## src/rtl/charge_pkg.sv

```systemverilog
// Shared types and default sizing for the charge session controller.
package charge_pkg;

    typedef enum logic [2:0] {
        ST_IDLE     = 3'd0,
        ST_ARMED    = 3'd1,
        ST_CHARGING = 3'd2,
        ST_PAUSED   = 3'd3,
        ST_DONE     = 3'd4
    } charge_state_t;

    localparam int CHARGE_WIDTH       = 12;
    localparam int CHARGE_WARN_THRESH = 30;
    localparam int CHARGE_PAUSE_LIMIT = 60;

endpackage

```

## src/rtl/charge_pause_timer.sv

```systemverilog
// Counts time-base ticks while a session is paused and flags the tick that
// reaches the forfeit limit, so the session can end on that same edge.
module charge_pause_timer (
    input  logic       Clk,
    input  logic       nReset,
    input  logic       i_clear,
    input  logic       i_tick_en,
    input  logic [7:0] i_limit,
    output logic       o_expired
);

    logic [7:0] r_count;
    logic [8:0] w_count_inc;

    assign w_count_inc = {1'b0, r_count} + 9'd1;

    // Asserted on the tick that brings the count up to the limit.
    assign o_expired = i_tick_en && (w_count_inc >= {1'b0, i_limit});

    always_ff @(posedge Clk or negedge nReset) begin
        if (!nReset) begin
            r_count <= 8'd0;
        end else if (i_clear) begin
            r_count <= 8'd0;
        end else if (i_tick_en && !o_expired) begin
            r_count <= w_count_inc[7:0];
        end
    end

endmodule

```

## src/rtl/charge_session.sv

```systemverilog
// Session controller: loads credited time, drains it per Tick while plugged in,
// drives the contactor and status flags. CHARGE_WARN_EN enables LowCredit.
module charge_session
    import charge_pkg::*;
#(
    parameter int WIDTH       = CHARGE_WIDTH,
    parameter int WARN_THRESH = CHARGE_WARN_THRESH,
    parameter int PAUSE_LIMIT = CHARGE_PAUSE_LIMIT
) (
    input  logic             Clk,
    input  logic             nReset,
    input  logic [WIDTH-1:0] PresentTime,
    input  logic             Load,
    input  logic             Plug,
    input  logic             Tick,
    output logic [WIDTH-1:0] Remaining,
    output logic             ChargeOn,
    output logic             Busy,
    output logic             Done,
    output logic             LowCredit
);

    if (PAUSE_LIMIT < 1 || PAUSE_LIMIT > 255 || WARN_THRESH < 0) begin : g_param_check
        $error("charge_session: PAUSE_LIMIT must be 1..255 and WARN_THRESH non-negative");
    end

    localparam logic [7:0] LIMIT = 8'(PAUSE_LIMIT);

    charge_state_t    r_state;
    logic [WIDTH-1:0] r_remaining;
    logic             r_charge_on;
    logic             r_busy;
    logic             r_done;

    charge_state_t    w_state_nxt;
    logic [WIDTH-1:0] w_rem_nxt;
    logic [WIDTH:0]   w_wide_sum;
    logic [WIDTH-1:0] w_sat_sum;
    logic [WIDTH-1:0] w_sum;
    logic             w_load_valid;
    logic             w_expired;
    logic             w_pause_clear;
    logic             w_pause_tick;

    // Top-up saturates at all-ones rather than wrapping.
    assign w_wide_sum   = {1'b0, r_remaining} + {1'b0, PresentTime};
    assign w_sat_sum    = w_wide_sum[WIDTH] ? '1 : w_wide_sum[WIDTH-1:0];
    assign w_sum        = Load ? w_sat_sum : r_remaining;
    assign w_load_valid = Load && (PresentTime != '0);

    assign w_pause_clear = (r_state != ST_PAUSED);
    assign w_pause_tick  = (r_state == ST_PAUSED) && Tick && !Plug;

    charge_pause_timer u_pause_timer (
        .Clk       (Clk),
        .nReset    (nReset),
        .i_clear   (w_pause_clear),
        .i_tick_en (w_pause_tick),
        .i_limit   (LIMIT),
        .o_expired (w_expired)
    );

    always_comb begin
        w_state_nxt = r_state;
        w_rem_nxt   = r_remaining;
        case (r_state)
            ST_IDLE: begin
                if (w_load_valid) begin
                    w_rem_nxt   = PresentTime;
                    w_state_nxt = ST_ARMED;
                end
            end
            ST_ARMED: begin
                w_rem_nxt = w_sum;
                if (Plug) begin
                    w_state_nxt = ST_CHARGING;
                end
            end
            ST_CHARGING: begin
                // Unplug wins over a same-cycle Tick; a top-up still lands.
                if (!Plug) begin
                    w_rem_nxt   = w_sum;
                    w_state_nxt = ST_PAUSED;
                end else if (Tick) begin
                    w_rem_nxt = w_sum - WIDTH'(1);
                    if (w_sum == WIDTH'(1)) begin
                        w_state_nxt = ST_DONE;
                    end
                end else begin
                    w_rem_nxt = w_sum;
                end
            end
            ST_PAUSED: begin
                w_rem_nxt = w_sum;
                if (Plug) begin
                    w_state_nxt = ST_CHARGING;
                end else if (w_expired) begin
                    w_rem_nxt   = '0;
                    w_state_nxt = ST_DONE;
                end
            end
            ST_DONE: begin
                if (w_load_valid) begin
                    w_rem_nxt   = PresentTime;
                    w_state_nxt = ST_ARMED;
                end else if (!Plug) begin
                    w_state_nxt = ST_IDLE;
                end
            end
            default: begin
                w_rem_nxt   = '0;
                w_state_nxt = ST_IDLE;
            end
        endcase
    end

`ifdef CHARGE_WARN_EN
    logic r_low_credit;
    logic w_low_nxt;

    assign w_low_nxt = ((w_state_nxt == ST_CHARGING) || (w_state_nxt == ST_PAUSED)) &&
                       (w_rem_nxt != '0) && (w_rem_nxt <= WIDTH'(WARN_THRESH));
    assign LowCredit = r_low_credit;
`else
    assign LowCredit = 1'b0;
`endif

    // Outputs are registered from the next state so they match it after each edge.
    always_ff @(posedge Clk or negedge nReset) begin
        if (!nReset) begin
            r_state      <= ST_IDLE;
            r_remaining  <= '0;
            r_charge_on  <= 1'b0;
            r_busy       <= 1'b0;
            r_done       <= 1'b0;
`ifdef CHARGE_WARN_EN
            r_low_credit <= 1'b0;
`endif
        end else begin
            r_state      <= w_state_nxt;
            r_remaining  <= w_rem_nxt;
            r_charge_on  <= (w_state_nxt == ST_CHARGING);
            r_busy       <= (w_state_nxt == ST_ARMED) || (w_state_nxt == ST_CHARGING) ||
                            (w_state_nxt == ST_PAUSED);
            r_done       <= (w_state_nxt == ST_DONE);
`ifdef CHARGE_WARN_EN
            r_low_credit <= w_low_nxt;
`endif
        end
    end

    assign Remaining = r_remaining;
    assign ChargeOn  = r_charge_on;
    assign Busy      = r_busy;
    assign Done      = r_done;

endmodule

```

## config.mk

```make
export PLATFORM = sky130hd
export DESIGN_NAME = charge_session
export DESIGN_NICKNAME = d
export VERILOG_FILES = /design/src/rtl/charge_pkg.sv /design/src/rtl/charge_pause_timer.sv /design/src/rtl/charge_session.sv
export SDC_FILE = /design/constraint.sdc
export NUM_CORES = 1
export LEC_CHECK = 0
export ABC_AREA = 1
export CAP_MARGIN = 15
export CORE_UTILIZATION = 62
export CTS_CLUSTER_DIAMETER = 50
export CTS_CLUSTER_SIZE = 28
export DETAILED_ROUTE_END_ITERATION = 8
export GPL_ROUTABILITY_DRIVEN = 0
export PLACE_DENSITY = 0.87
export SLEW_MARGIN = 20
export SYNTH_ARGS = -nofsm -noshare
export SYNTH_HDL_FRONTEND = slang
export SYNTH_SLANG_ARGS = --single-unit
export TNS_END_PERCENT = 5
```

## constraint.sdc

```tcl
create_clock -name Clk -period 4.6 [get_ports Clk]
set_input_delay 0.92 -clock Clk [delete_from_list [all_inputs] [get_ports Clk]]
set_output_delay 0.92 -clock Clk [all_outputs]
set_load 0.02 [all_outputs]
```

==> impl_results.md, run 1 <==
* Status: finished, final reports clean
* Initial cell density of the core at 64.83%
* Vias per cell at 5.778
* # IOs at 33
* Final setup viols at 0
* Mapped Cells at 443
* Final wirelength at 7619 µm
* FP Rows at 24
* CTS root buffer: clkbuf_8
* Area of the multi-input gates at 0.001896 mm²
* Cts repair resizes at 0
* Routed length per instance at 14.43 µm
* Crit start category: primary input
* Critical path arrival at 3.81 ns
* Commonest non-fill, non-tap cell in the layout: nand2_1
* Final Skew at 0.002863 ns
* Seq cells post-synth at 26
* Flop-to-flop setup slack at 1.67 ns
* Placement-stage cell area at 0.003189 mm²
* Area Overhead vs Synth at 14.94%
* Critical path, cell by cell: clkdlybuf4s50_1 > ha_1 > fa_1 > nand2_2 > nand2_2 > nand3_2 > nand2_4 > a21oi_4 > nand2_2 > nand2_2 > ha_1 > nand2_1 > nor2_4 > inv_2 > nor3_1 > o21ai_1 > nand2_1 > nand2_1
* Slew HR at 32.25%
* Kind of critical path: primary input to flip-flop
* Port bufs at 31
* Initial DRC Count at 229
* Remaining DRCs at 0
* Cts hold-fix bufs at 0
* CTS Buffer Depth at 2
* Postcts setup bufs at 0
* Leakage at 1.679 nW
* Yosys Warn Count at 0
* Routed vias at 3051
* Most used cell, CP: nand2_2
* WP data required at 4.79 ns
* Max-Cap Viols at 0
* CP max-delay cell: clkdlybuf4s50_1
* Die area at 0.004827 mm²
* Die H at 69.48 µm
* Pre-Repair DR Iteration Count at 5
* Vias in the first global route at 2920
* GR Overflow Total at 0
* Die W at 69.48 µm
* Syn Nets at 477
* CTS tree: done
* CP Max Fanout at 6
* Worst min-delay path class: flip-flop to flip-flop
* RSZ-0062 raised after global routing: false
* CTS Buf Count at 3
* Core Area at 0.004354 mm²
* Largest net degree at the start of global routing at 27
* Delay-heaviest family, CP: simple AND/OR/NAND/NOR gates
* Synth unique cells at 39
* Share of layout cells above drive strength 1 at 11.97%
* Htree depth at 1
* Seq/Total Area, Yosys at 23.05%
* Nets at 511
* Initial antenna violation count at 0
* Final instance area at 0.003244 mm²
* Ant. Diodes at 0
* First-pass GRT wire length at 12980 µm
* Slew @ Worst Pin at 1.012 ns
* Commonest cells after routing, fill and taps aside: nand2_1, inv_1, nand3_1, nor2_1, clkdlybuf4s50_1
* Max Fclk at 275.8 MHz
* Final hold violation count at 0
* Minimum clock period at 3.626 ns
* Clock Pin Slew Worst Setup and Hold Paths at 0.10 ns
* Clock Sinks at 26
* Seq. cell area at 650.6 µm²
* CP endpoint kind: flip-flop
* CP max stage delay at 0.47 ns
* Detail Route Antenna Nets at 0
* Tcrit/Tclk final at 78.83%
* Fill cell count at 375
* CP Buf/Inv Count at 2
* PwrDens at 634.6 mW/mm²
* Gr usage total at 32.98%
* Max VDD drop at 408.4 µV
* Clk_lat worst skew at 0.28 ns
* Dpl hpwl at 5969 µm
* Setup TNS at 0 ns
* Final Max Tran Viols at 0
* Syn_area_per_cell at 6.372 µm²
* Mapped Area at 0.002823 mm²
-- path summary, 6_finish.rpt --
path,start,endpoint,depth (start not counted)
min,u_pause_timer.r_count[7],u_pause_timer.r_count[7],2
min in group asynchronous,nReset,Remaining[7],2
max in group asynchronous,nReset,Remaining[1],2
min reg2reg,u_pause_timer.r_count[7],u_pause_timer.r_count[7],2
max,PresentTime[0],Remaining[6],18
max reg2reg,Remaining[0],Remaining[6],17
-- state kept, by name, indices dropped and copies added (netlist names) --
register and flops:
Busy 1, Done 1, Remaining 12, u_pause_timer.r_count 8
r_state 3, ChargeOn 1
-- stage by stage --
stage	hold WS, ns	cells	utilization (%)	setup WS (ns)	total power (W)
after floorplan	0.4973	443	-	1.478	0.001478
after global routing	0.5796	528	74.51	0.7848	0.002232
after global placement	0.5313	524	73.25	0.8382	0.001828
final	0.5530	528	74.51	0.9739	0.002059
after detailed placement	0.5387	524	73.25	0.7268	0.001867
after CTS	0.5625	528	74.51	1.009	0.002036
-- layer usage --
layer | global-route usage (%) | routed length (µm) | vias to the layer above
li1 | - | - | 1499
met1 | 42.06 | 3194 | 1422
met2 | 58.58 | 3747 | 110
met3 | 2.180 | 475 | 20
met4 | 11.79 | 202 | 0
met5 | 0 | 0 | -
-- cells by family (layout without fill, tap and decap cells) --
| kind of cell | Yosys count | after routing | synth area share [%] |
|---|---|---|---|
| compound gates | 47 | 47 | 11.57 |
| xor+xnor | 7 | 7 | 2.172 |
| fa+ha+maj | 17 | 17 | 7.801 |
| buf+inv | 69 | 102 | 9.796 |
| flops | 26 | 26 | 23.05 |
| other cells | 1 | 1 | 0.1329 |
| simple gates | 276 | 276 | 45.48 |
-- tightest hold or removal path: cells and delay by family (launching register included) --
family                 cells  cell delay (ns)
flip-flops                 1             0.36
buffers and inverters      1             0.07
AND/OR/NAND/NOR            1             0.09
-- area by class of cell --
class	count	share of cell area, %
Tap cell	52	2.005
Timing Repair Buffer	35	10.49
Clock buffer	4	1.697
Inverter	63	7.327
Sequential cell	26	20.05
Multi-Input combinational cell	348	58.43
-- synthesized netlist by cell type, drive strengths merged --
| cell type | n | area (µm²) |
|---|---|---|
| nand2 | 163 | 684.4 |
| inv | 62 | 232.7 |
| nand3 | 48 | 260.3 |
| nor2 | 40 | 172.7 |
| dfrtp | 26 | 650.6 |
| o21ai | 19 | 95.09 |
| ha | 16 | 200.2 |
| a21oi | 11 | 77.57 |
| a22oi | 8 | 65.06 |
| nand4 | 6 | 37.54 |
| nor3 | 6 | 41.29 |
| nand3b | 5 | 37.54 |
| or2 | 5 | 31.28 |
| xor2 | 5 | 43.79 |
| buf | 4 | 31.27 |
| nor4 | 3 | 18.77 |
| o21bai | 3 | 45.05 |
| o22ai | 3 | 18.77 |
| clkbuf | 2 | 7.510 |
| o311ai | 2 | 17.52 |
| xnor2 | 2 | 17.52 |
| clkinv | 1 | 5.000 |
| conb | 1 | 3.750 |
| fa | 1 | 20.02 |
| o211ai | 1 | 7.510 |
-- power breakdown --
group          total (W)  internal (W)  switching [W]
clock network   0.000160     0.0000770      0.0000830
logic            0.00151      0.000546       0.000968
registers       0.000385      0.000302      0.0000832
Note: power is estimated with default switching activity, not from simulation.
==> inputs of run 2 (changes only) <==
--- a/config.mk
+++ b/config.mk
@@ -7,12 +7,12 @@
 export LEC_CHECK = 0
 export ABC_AREA = 1
 export CAP_MARGIN = 15
-export CORE_UTILIZATION = 62
+export CORE_UTILIZATION = 52
 export CTS_CLUSTER_DIAMETER = 50
 export CTS_CLUSTER_SIZE = 28
 export DETAILED_ROUTE_END_ITERATION = 8
 export GPL_ROUTABILITY_DRIVEN = 0
-export PLACE_DENSITY = 0.87
+export PLACE_DENSITY = 0.78
 export SLEW_MARGIN = 20
 export SYNTH_ARGS = -nofsm -noshare
 export SYNTH_HDL_FRONTEND = slang
==> constraint.sdc (replaced) <==
create_clock -name Clk -period 3.3 [get_ports Clk]
set_input_delay 0.66 -clock Clk [delete_from_list [all_inputs] [get_ports Clk]]
set_output_delay 0.66 -clock Clk [all_outputs]
set_load 0.02 [all_outputs]
==> impl_results.md, run 2 (synthesis results as in run 1) <==
* Met2 usage at 52.58% (-6.0 points)
* Worst R2R Start: Remaining[0]
* Pre-Repair DR Iteration Count at 5 (unchanged)
* Vias in the first global route at 2760 (-5.5%)
* Kind of critical path: primary input to flip-flop
* Clock Pin Slew Worst Setup and Hold Paths at 0.10 ns (about the same)
* Die H at 75.68 µm (+8.9%)
* Minimum clock period at 3.077 ns
* Cts repair resizes at 0 (unchanged)
* Postcts setup bufs at 0 (unchanged)
* Initial antenna violation count at 0 (unchanged)
* CP Buf/Inv Count at 2 (unchanged)
* CP startpoint: PresentTime[0]
* Routed vias at 2985 (-2.2%)
* CP max-delay cell: clkdlybuf4s50_1
* Critical path, cell by cell: clkdlybuf4s50_1 > ha_1 > fa_1 > nand2_2 > nand2_2 > nand3_2 > nand2_4 > nand2_4 > nand3b_1 > nand2_2 > ha_1 > nand2_1 > nor2_4 > inv_2 > o21ai_1 > nand2_1 > o21ai_1 > nand2_1 > nand2_1
* CTS tree: done
* CP max stage delay at 0.43 ns (-0.04 ns)
* RSZ-0062 raised after global routing: false
* Commonest non-fill, non-tap cell in the layout: nand2_1
* Met3 Usage GRT at 1.984% (-0.20 points)
* Delay-heaviest family, CP: simple AND/OR/NAND/NOR gates
* Fin cells at 561 (+6.3%)
* Final Skew at 0.01163 ns (+0.008763 ns)
* Share of layout cells above drive strength 1 at 14.66% (+2.7 points)
* Total power at 0.002879 W (+40%)
* Crit path to: Remaining[6]
* Worst-case reg-to-reg path depth at 18 (+1)
* Flop-to-flop setup slack at 0.67 ns (-1.00 ns)
* Placed cells at 558 (+6.5%)
* Max Fclk at 325.0 MHz
* CP Depth at 19 (+1)
* Setup TNS at 0 ns (unchanged)
* Final hold violation count at 0 (unchanged)
* Htree depth at 1 (unchanged)
* Routed length per instance at 13.26 µm (-8.1%)
* Clk_lat worst skew at 0.28 ns (about the same)
* CP Max Fanout at 5 (-1)
* Most used cell, CP: nand2_1
* Initial cell density of the core at 54.57% (-10 points)
* CTS Buf Count at 3 (unchanged)
* Commonest cells after routing, fill and taps aside: nand2_1, inv_1, nand3_1, nor2_1, clkdlybuf4s50_1
* # IOs at 33 (unchanged)
* FP Rows at 26 (+8.3%)
* Gr usage total at 28.31% (-4.7 points)
* CTS Buffer Depth at 2 (unchanged)
* Worst min-delay path class: flip-flop to flip-flop
* CTS root buffer: clkbuf_8
* Final wirelength at 7438 µm (-2.4%)
* Cts hold-fix bufs at 0 (unchanged)
* Final setup viols at 0 (unchanged)
* Worst R2R End: Remaining[6]
* Crit start category: primary input
* Clock Sinks at 26 (unchanged)
* Status: finished, final reports clean
* Fill cell count at 472 (+26%)
* Global-route layer with the greatest usage: met2
* Detail Route Antenna Nets at 0 (unchanged)
* Core Area at 0.005172 mm² (+19%)
* WP data required at 3.52 ns (-1.27 ns)
* Ant. Diodes at 0 (unchanged)
* CP endpoint kind: flip-flop
* GR Overflow Total at 0 (unchanged)
* Max VDD drop at 563.4 µV (+38%)
* Critical path arrival at 3.30 ns (-0.51 ns)
* Area of the multi-input gates at 0.001896 mm² (unchanged)
* Die area at 0.005727 mm² (+19%)
* Remaining DRCs at 0 (unchanged)
* Nets at 527 (+3.1%)
* Area Overhead vs Synth at 19.50%
* Dpl hpwl at 6047 µm (+1.3%)
* Largest net degree at the start of global routing at 27 (unchanged)
* Initial DRC Count at 150 (-34%)
* Port bufs at 31 (unchanged)
* Vias per cell at 5.321 (-7.9%)
* PwrDens at 853.6 mW/mm² (+35%)
* Final Max Tran Viols at 0 (unchanged)
* Max reg flops at 12 (unchanged)
* Seq. cell area at 650.6 µm² (unchanged)
* Die W at 75.68 µm (+8.9%)
* Leakage at 1.748 nW (+4.2%)
* First-pass GRT wire length at 12200 µm (-6.0%)
* Tcrit/Tclk final at 93.24%
* Max-Cap Viols at 0 (unchanged)
* Met1 track demand over resource at 36.61% (-5.4 points)
## run 2: cell types whose count changed in the layout (fill, tap and decap cells not counted), sizes merged
cell / delta
buf: +16
clkbuf: -1
## run 2: layout make-up
| type | instances | area share, % |
|---|---|---|
| Multi-Input combinational cell | 348 | 56.19 |
| Sequential cell | 26 | 19.29 |
| Timing Repair Buffer | 51 | 13.65 |
| Inverter | 63 | 7.047 |
| Tap cell | 70 | 2.596 |
| Clock buffer | 3 | 1.224 |
## run 2: per-stage QoR
step                utilization (%)  setup slack, ns  hold slack [ns]  cell area (µm²)
global placement              64.42         -0.01915           0.5269             3332
detailed placement            64.42         -0.02982           0.5346             3332
CTS                           65.22           0.2327           0.5528             3373
global route                  65.22          0.02023           0.5814             3373
floorplan                         -           0.4383           0.3644             2823
finish                        65.22           0.2232           0.5554             3373
## run 2: worst min path at each step
stage | startpoint | to | slack, ns | cells after the start
floorplan | nReset | Busy | 0.36 | 0
global placement | u_pause_timer.r_count[6] | u_pause_timer.r_count[6] | 0.53 | 2
detailed placement | u_pause_timer.r_count[7] | u_pause_timer.r_count[7] | 0.53 | 2
CTS | u_pause_timer.r_count[7] | u_pause_timer.r_count[7] | 0.55 | 2
global route | Remaining[11] | Remaining[11] | 0.58 | 2
finish | u_pause_timer.r_count[6] | u_pause_timer.r_count[6] | 0.56 | 2
## run 2: per-layer routing
metal,up-vias,share of wire (%)
met5,-,0
met4,0,0.56
met3,7,4.1
met2,78,49
met1,1376,46
li1,1524,-
## run 2: worst register-to-register path, stage by stage (launching register included)
cell and delay (ns):
dfrtp_1 0.40, ha_1 0.21, fa_1 0.42, nand2_2 0.09, nand2_2 0.06, nand3_2 0.10, nand2_4 0.08, nand2_4 0.07
nand3b_1 0.11, nand2_2 0.11, ha_1 0.15, nand2_1 0.11, nor2_4 0.19, inv_2 0.06, o21ai_1 0.12, nand2_1 0.07
o21ai_1 0.12, nand2_1 0.06, nand2_1 0.07
## run 2: power breakdown
part	switching, W	internal [W]
logic	0.00134	0.000815
registers	0.000116	0.000421
clock network	0.000101	0.0000819
